File: src/rtl/seq_pattern_pkg.sv
// seq_pattern_pkg: shared helpers for the serial pattern detector.
//   state_w      - width needed to hold a matched-prefix length 0..pat_w
//   pat_bit      - i-th received bit of a pattern (index 0 = MSB, received first)
//   kmp_next     - longest suffix of (first s pattern bits, then b) that is a prefix
//                  of the pattern; a result equal to pat_w means a full match
//   border_len   - longest proper prefix of the pattern that is also a suffix
// Patterns are passed zero-extended to MAX_PAT_W bits together with their true
// width. These functions are evaluated at elaboration time to build constant
// transition tables, so the loops cost no logic.
package seq_pattern_pkg;

   localparam int MAX_PAT_W = 16;

   function automatic int state_w(input int pat_w);
      return $clog2(pat_w + 1);
   endfunction

   function automatic logic pat_bit(input logic [MAX_PAT_W-1:0] pat, input int w,
                                    input int i);
      logic [MAX_PAT_W-1:0] t;
      t = pat >> (w - 1 - i);
      return t[0];
   endfunction

   function automatic int kmp_next(input int s, input logic b,
                                   input logic [MAX_PAT_W-1:0] pat, input int w);
      int   best;
      int   j;
      logic ok;
      logic cand;
      best = 0;
      for (int k = 1; k <= MAX_PAT_W; k++) begin
         if (k <= s + 1 && k <= w) begin
            ok = 1'b1;
            for (int i = 0; i < MAX_PAT_W; i++) begin
               if (i < k) begin
                  // candidate string position aligned with pattern bit i
                  j = s + 1 - k + i;
                  cand = (j == s) ? b : pat_bit(pat, w, j);
                  if (cand != pat_bit(pat, w, i)) ok = 1'b0;
               end
            end
            if (ok) best = k;
         end
      end
      return best;
   endfunction

   function automatic int border_len(input logic [MAX_PAT_W-1:0] pat, input int w);
      int   best;
      logic ok;
      best = 0;
      for (int k = 1; k < MAX_PAT_W; k++) begin
         if (k < w) begin
            ok = 1'b1;
            for (int i = 0; i < MAX_PAT_W; i++) begin
               if (i < k) begin
                  if (pat_bit(pat, w, i) != pat_bit(pat, w, w - k + i)) ok = 1'b0;
               end
            end
            if (ok) best = k;
         end
      end
      return best;
   endfunction

endpackage

File: src/rtl/seq_pattern_fsm_sat_counter.sv
// sat_counter: saturating up-counter, holds at all-ones instead of wrapping.
// Ports:
//   clk     - clock, rising edge
//   areset  - asynchronous active-high reset, clears the count
//   inc     - count up by one on this edge (ignored once saturated)
//   cnt     - current count
module sat_counter #(
   parameter int CNT_W = 8
) (
   input  logic             clk,
   input  logic             areset,
   input  logic             inc,
   output logic [CNT_W-1:0] cnt
);

   logic [CNT_W-1:0] cnt_q;
   logic [CNT_W-1:0] cnt_d;

   always_comb begin
      cnt_d = cnt_q;
      if (inc && (cnt_q != {CNT_W{1'b1}})) begin
         cnt_d = cnt_q + CNT_W'(1);
      end
   end

   always_ff @(posedge clk or posedge areset) begin
      if (areset) begin
         cnt_q <= '0;
      end else begin
         cnt_q <= cnt_d;
      end
   end

   assign cnt = cnt_q;

endmodule

File: src/rtl/seq_pattern_fsm.sv
// seq_pattern_fsm: serial pattern detector with KMP fallback.
// Tracks the longest matched prefix of PATTERN (MSB received first) over valid
// input bits and emits a registered one-cycle pulse when the pattern completes.
// Ports:
//   clk        - clock, rising edge
//   areset     - asynchronous active-high reset (state, out, match_cnt to 0)
//   in         - serial data bit
//   in_valid   - in is sampled only when high; otherwise state holds
//   overlap    - 1: after a match resume at the pattern's border, 0: restart at 0
//   out        - registered match pulse
//   match_cnt  - saturating match count
//   state_dbg  - current matched-prefix length
// Build option: define SEQ_PATTERN_CNT_EN to implement match_cnt; when undefined
// no counter is built and match_cnt reads 0.
module seq_pattern_fsm
   import seq_pattern_pkg::*;
#(
   parameter int             PAT_W   = 4,
   parameter logic [PAT_W-1:0] PATTERN = 4'b1011,
   parameter int             CNT_W   = 8
) (
   input  logic                       clk,
   input  logic                       areset,
   input  logic                       in,
   input  logic                       in_valid,
   input  logic                       overlap,
   output logic                       out,
   output logic [CNT_W-1:0]           match_cnt,
   output logic [$clog2(PAT_W+1)-1:0] state_dbg
);

   localparam int SW = state_w(PAT_W);
   localparam int NS = 2 ** SW;
   localparam logic [MAX_PAT_W-1:0] PAT16 = MAX_PAT_W'(PATTERN);

   // Resume point after an overlapping match.
   localparam logic [SW-1:0] ST_BORDER = SW'(border_len(PAT16, PAT_W));
   localparam logic [SW-1:0] ST_IDLE   = '0;

   // Constant next-state and match tables indexed by (state, bit). Sized to the
   // full state encoding so the lookup needs no range guard; unreachable rows
   // fall back to idle.
   logic [SW-1:0] nxt_tab [NS][2];
   logic          hit_tab [NS][2];

   for (genvar s = 0; s < NS; s++) begin : g_s
      for (genvar b = 0; b < 2; b++) begin : g_b
         if (s < PAT_W) begin : g_live
            localparam int K = kmp_next(s, 1'(b), PAT16, PAT_W);
            assign nxt_tab[s][b] = SW'(K);
            assign hit_tab[s][b] = (K == PAT_W);
         end else begin : g_dead
            assign nxt_tab[s][b] = ST_IDLE;
            assign hit_tab[s][b] = 1'b0;
         end
      end
   end

   logic [SW-1:0] state_q;
   logic [SW-1:0] state_d;
   logic          out_q;
   logic          out_d;

   always_comb begin
      state_d = state_q;
      out_d   = 1'b0;
      if (in_valid) begin
         if (hit_tab[state_q][in]) begin
            out_d   = 1'b1;
            state_d = overlap ? ST_BORDER : ST_IDLE;
         end else begin
            state_d = nxt_tab[state_q][in];
         end
      end
   end

   always_ff @(posedge clk or posedge areset) begin
      if (areset) begin
         state_q <= ST_IDLE;
         out_q   <= 1'b0;
      end else begin
         state_q <= state_d;
         out_q   <= out_d;
      end
   end

   assign out       = out_q;
   assign state_dbg = state_q;

`ifdef SEQ_PATTERN_CNT_EN
   // Counts on the same edge that raises out, so both update together.
   sat_counter #(
      .CNT_W (CNT_W)
   ) u_cnt (
      .clk    (clk),
      .areset (areset),
      .inc    (out_d),
      .cnt    (match_cnt)
   );
`else
   assign match_cnt = '0;
`endif

endmodule

File: config.mk
export PLATFORM = sky130hd
export DESIGN_NAME = seq_pattern_fsm
export DESIGN_NICKNAME = d
export VERILOG_FILES = /design/src/rtl/seq_pattern_pkg.sv /design/src/rtl/seq_pattern_fsm_sat_counter.sv /design/src/rtl/seq_pattern_fsm.sv
export SDC_FILE = /design/constraint.sdc
export NUM_CORES = 1
export LEC_CHECK = 0
export ABC_AREA = 1
export BUFFER_PORTS_ARGS = -buffer_cell sky130_fd_sc_hd__clkbuf_2
export CORE_AREA = 2 2 39 41
export DETAILED_ROUTE_END_ITERATION = 8
export DIE_AREA = 0 0 41 43
export MAX_ROUTING_LAYER = met4
export PLACE_DENSITY = 0.37
export SLEW_MARGIN = 20
export SYNTH_ARGS = -nofsm -noshare
export SYNTH_HDL_FRONTEND = slang
export SYNTH_SLANG_ARGS = --single-unit
File: constraint.sdc
create_clock -name clk -period 0.9 [get_ports clk]
set_input_delay 0.045 -clock clk [delete_from_list [all_inputs] [get_ports clk]]
set_output_delay 0.045 -clock clk [all_outputs]
set_load 0.1 [all_outputs]
==> run metrics <==
status complete, but fails checks; failing checks setup timing; crit path DAT a little under 0.9 ns; Gate power share around 47%; Layout area overhead 58.96%; setup ws final -0.02742 ns; gr usage total about 5.7%; worst min-delay path class in -> reg; HP Start in; insertion delay to the later sink of the worst-skew pair 0.23 ns; routability-driven placement congestion ratio about 0.6; clock skew 0.0008361 ns; dpl ws 0.1415 ns; vias in the first global route roughly 150; Peak VDD IR between 0.6 and 0.7 mV; Req. time, crit path approximately 0.85 ns; H-Tree Depth 1; Buf/Inv on CP 1; Worst Hold Depth 3; chip width 41 um; clock period minus worst slack 0.9274 ns; kind of critical path reg -> out; top_reg_cell synth dfrtp_1; Final #Nets slightly below 50; clock tree buffer depth 2; Max Cap Violations 0; # IOs 17; Slew Limit Fails 0; Initial Utilization 15.64%; Via density ~3.2; top cells by area, synth dfrtp_1 35%, buf_4 31%, nand2_1 12%, nand3_1 6.9%, inv_1 6.9%; post-synth cell types 9; Syn Area/Cell 7.215 um2; Routed WL between 300 and 400 um; R2R cell count 3; CTS Buf Count 3; placed cell areas between 200 and 300 um2; Post-synth top cells 9 x buf_4, 7 x nand2_1, 4 x inv_1; grt ovf 0; Yosys top cell area share 34.68%; antenna-violating nets left 0; RSZ-0062 raised after global routing true; Via Count ~190; worst flop-to-flop path startpoint state_dbg[0]; switching part of the total between 40% and 50%; FF+latch count, synth 3; final instance area around 340 um2; LEAKAGE ~0.19 nW; Yosys warnings 0; DRC violations left 0; placed insts 52; Post-synth EDFFs 0; Power Density ~2200 nW/um2; fmax ~1100 MHz; sequential power share 21.9%; clock power share a little under a third; Synth area leader dfrtp_1; Reg2Reg Setup Slack 0.03 ns; slowest stage cell, crit path dfrtp_4; clk sink count 3; register area share after synthesis 34.68%; critical path peak fanout 2; Die H 43 um; clk slew on worst S/H paths ~0.04 ns; Post-Layout Cell Count a little under 60; CP delay by family, top flip-flops; largest net degree at the start of global routing 6; Avg WL per Cell about 6.4 um; TritonRoute pass-1 iters 4; Core Area approximately 1400 um2; slowest stage delay, CP 0.48 ns; Starting DRT DRC Count 4; Synth Cell Area between 200 and 250 um2; Final setup viols 2; root buf cell clkbuf_4; full die area 1763 um2; share of cells above drive strength 1 39.53%; hold endpoint out; dpl hpwl between 300 and 400 um; IO Port Bufs 7; P_int ~0.39 mW; synthesized instance count 30; R2R Path End state_dbg[1]; most frequent cell after synthesis buf_4; fin crit share 103.0%; asr flop ratio synth between 90% and 100%; CP Capture Type primary output; fin util around a quarter; first-pass GRT wire length between 500 and 600 um; total power ~0.75 mW; row cnt 14; CTS tree built; antenna violations before repair 0; endpoints failing hold 0; # diodes 0; Critical Path Start Type flip-flop; Switch Pwr 0.3581 mW; crit-path cells buf_12
-- kinds of logic after synthesis --
group | share of synthesized area, %
buffers and inverters | 39.88
and+or+nand+nor | 23.70
DFF | 34.68
other | 1.732
-- how the worst max path moves through the flow --
| stage | slack, ns | end | start | depth (start not counted) |
|---|---|---|---|---|
| final | -0.03 | state_dbg[0] | state_dbg[0] | 1 |
| after global routing | -0.06 | state_dbg[1] | state_dbg[1] | 1 |
| after CTS | -0.04 | state_dbg[0] | state_dbg[0] | 1 |
| after detailed placement | 0.14 | state_dbg[1] | state_dbg[0] | 2 |
| after global placement | 0.14 | state_dbg[1] | state_dbg[0] | 3 |
| after floorplan | -0.03 | state_dbg[1] | state_dbg[0] | 3 |
-- timing repair --
item / 4_1_cts / 5_1_grt
hold buffers: 1 / 0
setup buffers: 2 / 0
hold endpoints to repair: 3 / 0
endpoints found under the setup margin: 2 / 3
resized for setup: 0 / 0
-- layout by cell type (no fill, tap or decap) --
cell	synthesis	final
buf_12	0	3
buf_4	9	2
clkbuf_1	0	1
clkbuf_2	0	4
clkbuf_4	0	3
clkinv_1	1	1
conb_1	1	9
dfrtp_2	0	1
dfrtp_4	0	2
dlygate4sd3_1	0	1
inv_1	4	4
nand2_1	7	7
nand2_2	1	1
nand3_1	3	2
nand3_2	0	1
nor2_1	1	1
-- metrics by stage --
| stage | TNS [ns] | hold WS [ns] |
|---|---|---|
| after floorplan | -0.04781 | -0.2014 |
| after global placement | 0 | -0.09630 |
| after detailed placement | 0 | -0.09880 |
| after CTS | -0.07209 | 0.05320 |
| after global routing | -0.1233 | 0.05837 |
| final | -0.05228 | 0.05275 |
-- state kept, by name (all words and copies together), names as in the netlist --
signal     flops
out            1
state_dbg      2
-- cell type report --
| type | count | area [um2] |
|---|---|---|
| clock buffers | 4 | 26.28 |
| repair buffers | 10 | 105.1 |
| inverters | 5 | 18.77 |
| flip-flops and latches | 3 | 83.83 |
| multi-input cells | 21 | 90.09 |
| fillers | 156 | 1040 |
| well taps | 16 | 20.02 |
-- power by group through the flow --
stage	combinational (mW)	clock, mW	sequential (mW)
detailed placement	0.328	0	0.176
global route	0.366	0.270	0.166
CTS	0.354	0.245	0.165
global placement	0.328	0	0.175
floorplan	0.215	0	0.249
finish	0.353	0.233	0.165
-- layer usage --
layer,up-vias,GRT usage [%],part of all wire [%]
met5,-,-,0
met4,0,4.000,1.6
met3,2,6.283,16
met2,14,6.875,45
met1,78,4.823,37
li1,94,-,-
Power figures use the tool's default switching activity.
